[config.mk]
export PLATFORM = sky130hd
export DESIGN_NAME = bin_to_bcd_seq
export DESIGN_NICKNAME = d
export VERILOG_FILES = /design/src/rtl/bin_to_bcd_seq.sv
export SDC_FILE = /design/constraint.sdc
export NUM_CORES = 1
export LEC_CHECK = 0
export ABC_CLOCK_PERIOD_IN_PS = 2070
export CORE_MARGIN = 4
export CORE_UTILIZATION = 53
export DETAILED_ROUTE_END_ITERATION = 8
export PLACE_DENSITY = 0.79
export SLEW_MARGIN = 5
export SYNTH_ARGS = -nofsm -noshare
export SYNTH_HDL_FRONTEND = slang
export SYNTH_SLANG_ARGS = --single-unit
[constraint.sdc]
create_clock -name clk -period 2.07 [get_ports clk]
set_clock_uncertainty 0.2 [all_clocks]
set_input_delay 0.207 -clock clk [delete_from_list [all_inputs] [get_ports clk]]
set_output_delay 0.207 -clock clk [all_outputs]
set_load 0.01 [all_outputs]
[src/rtl/bin_to_bcd_seq.sv]
// Sequential binary-to-BCD converter (shift-add-3), one input bit per clock.
// Registered result with overflow saturation, leading-zero blank mask and sign.
module bin_to_bcd_seq #(
  parameter int BIN_W  = 14,
  parameter int DIGITS = 4,
  parameter int SIGNED = 0
) (
  input  logic                clk,
  input  logic                reset,
  input  logic                start,
  input  logic [BIN_W-1:0]    in,
  output logic                ready,
  output logic                busy,
  output logic                done,
  output logic [4*DIGITS-1:0] bcd,
  output logic [DIGITS-1:0]   blank,
  output logic                neg,
  output logic                ovf
);

  localparam int BCD_W = 4 * DIGITS;
  localparam int CNT_W = $clog2(BIN_W + 1);
  localparam logic [CNT_W-1:0] LAST = CNT_W'(BIN_W - 1);
  localparam logic [BCD_W-1:0] NINES = {DIGITS{4'h9}};
  localparam logic [DIGITS-1:0] BLANK_RST = ~(DIGITS'(1));

  typedef enum logic [1:0] {
    IDLE,
    SHIFT,
    DONE
  } state_t;

  state_t state;
  state_t state_nx;

  logic [BIN_W-1:0] bin_q;
  logic [BCD_W-1:0] work;
  logic             ovf_w;
  logic             sign_q;
  logic [CNT_W-1:0] cnt;

  logic             accept;
  logic             step;
  logic             finish;

  logic [BIN_W-1:0] mag;
  logic             in_neg;
  logic [BCD_W-1:0] adj;
  logic [BCD_W-1:0] shifted;
  logic             carry;
  logic [BCD_W-1:0] res_bcd;
  logic [DIGITS-1:0] res_blank;

  assign ready = (state == IDLE);
  assign busy  = ~ready;

  always_ff @(posedge clk or posedge reset) begin
    if (reset) state <= IDLE;
    else       state <= state_nx;
  end

  always_comb begin
    state_nx = state;
    accept   = 1'b0;
    step     = 1'b0;
    finish   = 1'b0;
    unique case (state)
      IDLE: begin
        if (start) begin
          accept   = 1'b1;
          state_nx = SHIFT;
        end
      end
      SHIFT: begin
        step = 1'b1;
        if (cnt == LAST) state_nx = DONE;
      end
      DONE: begin
        finish   = 1'b1;
        state_nx = IDLE;
      end
      default: state_nx = IDLE;
    endcase
  end

  // Two's-complement inputs are converted as magnitude; the most
  // negative value still fits because the magnitude is taken unsigned.
  always_comb begin
    mag    = in;
    in_neg = 1'b0;
    if (SIGNED != 0 && in[BIN_W-1]) begin
      mag    = ~in + BIN_W'(1);
      in_neg = 1'b1;
    end
  end

  always_comb begin
    adj = work;
    for (int i = 0; i < DIGITS; i++) begin
      if (work[4*i +: 4] > 4'd4)
        adj[4*i +: 4] = work[4*i +: 4] + 4'd3;
    end
  end

  assign shifted = {adj[BCD_W-2:0], bin_q[BIN_W-1]};
  assign carry   = adj[BCD_W-1];

  assign res_bcd = ovf_w ? NINES : work;

  always_comb begin
    logic zero_above;
    zero_above = 1'b1;
    res_blank  = '0;
    for (int i = DIGITS - 1; i >= 1; i--) begin
      zero_above   = zero_above & (res_bcd[4*i +: 4] == 4'd0);
      res_blank[i] = zero_above;
    end
  end

  always_ff @(posedge clk or posedge reset) begin
    if (reset) begin
      bin_q  <= '0;
      work   <= '0;
      ovf_w  <= 1'b0;
      sign_q <= 1'b0;
      cnt    <= '0;
      done   <= 1'b0;
      bcd    <= '0;
      blank  <= BLANK_RST;
      neg    <= 1'b0;
      ovf    <= 1'b0;
    end else begin
      done <= 1'b0;
      if (accept) begin
        bin_q  <= mag;
        work   <= '0;
        ovf_w  <= 1'b0;
        sign_q <= in_neg;
        cnt    <= '0;
      end
      if (step) begin
        bin_q <= {bin_q[BIN_W-2:0], 1'b0};
        work  <= shifted;
        ovf_w <= ovf_w | carry;
        cnt   <= cnt + CNT_W'(1);
      end
      if (finish) begin
        done  <= 1'b1;
        bcd   <= res_bcd;
        blank <= res_blank;
        neg   <= sign_q;
        ovf   <= ovf_w;
      end
    end
  end

endmodule
==> impl_metrics.tcl <==
set metrics [dict create \
    rsz0062_at_grt "no" \
    postCtsSetupBuffers 0 \
    clk_pin_slew_ns 0.06 \
    cts_buffer_depth 2 \
    async_flop_share_pct 100 \
    grt-ovfl-total 0 \
    period_share_pct 92.7 \
    seq_area_sq_mm 0.00146 \
    dieArea_sq_mm 0.00632 \
    port-buffer-count 39 \
    cts_buffers 9 \
    h-tree-depth 3 \
    diodes 0 \
    worstPathMaxFanout 8 \
    synth-edff-count 0 \
    clk_latency_ns 0.33 \
    run_status "completed" \
    power_density_mw_per_mm2 1510 \
    ff2ff_setup_slack_ns 0.35 \
    slowest_stage "clkdlybuf4s50_1" \
    grt_antenna_before_repair 0 \
    syn_area_sq_mm 0.00271 \
    r2r_start "work[4]" \
    p_leak_nw 1.46 \
    cp_slowest_stage_delay_ns 0.56 \
    arrival_ns 1.51 \
    postCtsHoldBufs 0 \
    rr_worst_depth 5 \
    slew_viol_final 0 \
    grt_use_total_pct 18.1 \
    cts.repair.resized 0 \
    hold_viol 0 \
    first_global_vias 1974 \
    ys_ff_latch 58 \
    io_pins 42 \
    synth-seq-area-share_pct 53.7 \
    synth_cells 272 \
    floorplan.initialDensity_pct 55.9 \
    crit_path_start_kind "register" \
    drive_gt1_share_pct 9.49 \
    ir_drop_mv 0.794 \
    cts_root_buffer "clkbuf_8" \
    grt_max_degree 59 \
    cts.sinks 58 \
    end_kind "output port" \
    p_total_w 0.00515 \
    vias 2113 \
    setup_tns_ns 0 \
    cp.depth 2 \
    path_delay_family "buffers and inverters" \
    drt_wl_total_um 5270 \
    fmax_ghz 0.521 \
    chipHeight_um 79.5 \
    first_pass_iters 4 \
    yosys.cell_types.count 35 \
    finalCriticalPeriod_ns 1.92 \
    cts_tree "built" \
    required_ns 1.66 \
    place_inst 367 \
    ant_nets 0 \
    yosysWarningCount 0 \
    hp-class "in -> async" \
    synthFlopType "dfrtp_1" \
    finalNonFillerCells 383 \
    coreArea_sq_mm 0.00485 \
    setup_violations 0 \
    rows 25 \
    multi_input_area_sq_mm 0.00111 \
    critical_path_buf_inv_count 1 \
    drtIter0Drc 111 \
    grt_pass1_wl_um 8990 \
    cap_violations 0 \
    avgSynthCellArea_sq_um 9.96 \
    critical_path_class "reg -> out" \
    wl_per_cell_um 13.8 \
    r2r_end "work[6]" \
    chipWidth_um 79.5 \
    path_cells "nor2_1, clkdlybuf4s50_1" \
    vias_per_cell 5.52 \
    drc_errors 0 \
    num-fill-cells 361 \
    gp_congestion 0.794 \
    layout.nets 334 \
    area_growth_pct 25.6 \
    hpwl_um 3620 \
]
routing by layer:
metal	vias up	part of all wire, %	track usage, %
met5	-	0	0
met2	60	45	29.0
met3	11	6.0	3.95
met1	1011	47	23.5
li1	1031	-	-
met4	0	1.6	8.08
synthesized netlist by cell type (all sizes together) (3+ instances only):
cell    count  area (sq um)
buf        12          72.6
o22ai       5          31.3
a32o        7          70.1
dfrtp      55          1380
o21ai      36           180
inv        13          48.8
nand2      43           161
clkbuf      8          30.0
nor2       18          67.6
nor3        5          25.0
o32ai       4          35.0
or3         3          18.8
ha          6          75.1
o21a        4          30.0
o31ai      10          75.1
dfstp       3          78.8
nand3       3          15.0
nor2b       5          31.3
mux2i      17           170
registers in the layout (all words and copies together), names as in the netlist:
register	flops
bcd	16
work	16
bin_q	14
cnt	4
blank	3
state	2
done	1
ovf	1
ovf_w	1
power by group:
part / switching [W] / internal, W
Clock: 0.000427 / 0.000707
Combinational: 0.00100 / 0.00101
Sequential: 0.000439 / 0.00156
Total: 0.00187 / 0.00328
tightest hold or removal path: cells and delay by family:
kind	cells	cell delay, ns
buf+inv	3	0.75
worst max-delay path by stage:
stage	startpoint	endpoint	slack, ns
3_5_place_dp	start	bin_q[11]	0.25
5_1_grt	state[1]	ready	0.06
6_report	state[1]	ready	0.15
4_1_cts	state[1]	ready	0.13
2_1_floorplan	reset	bcd[0]	0.24
3_3_place_gp	start	bin_q[6]	0.33
cell type report:
type,instances,area share [%]
Multi-Input combinational cell,182,32.6
Timing Repair Buffer,47,14.3
Tap cell,67,2.46
Inverter,13,1.43
Sequential cell,58,42.8
Clock buffer,11,4.15
Clock inverter,5,2.28
stage by stage:
step	hold slack [ns]	setup WS [ns]	cell area [sq um]	util, %
after global placement	0.259	0.330	3180	65.7
after floorplan	0.140	0.240	2710	-
after CTS	0.0635	0.127	3400	70.2
after detailed placement	0.266	0.254	3180	65.7
after global routing	0.0942	0.0564	3400	70.2
final	0.0571	0.151	3400	70.2
cell families after synthesis:
kind of cell               share of synthesized area, %
xor gates and xnor gates                          0.323
DFF                                                53.7
buffers and inverters                              5.59
muxes                                              6.28
and+or+nand+nor                                    13.8
other                                             0.138
adders and majority gates                          2.77
AOI/OAI and AO/OA                                  17.4
cell usage in the layout (no fill, tap or decap), types with 2 or more instances in the layout:
cell,instances
nor2_1,18
o32ai_1,4
dfrtp_1,55
nand2b_1,2
or3_1,3
or4_1,2
mux2i_1,17
a32o_1,7
nand2_1,43
ha_1,6
bufinv_16,2
clkinv_2,2
dfstp_2,3
clkdlybuf4s50_1,39
nand3_1,3
buf_12,3
buf_4,5
nor3_1,5
clkbuf_8,10
nor2b_1,4
inv_1,12
o22ai_1,5
o21ai_0,36
o21a_1,4
conb_1,2
o31ai_1,10
Power figures use the tool's default switching activity.
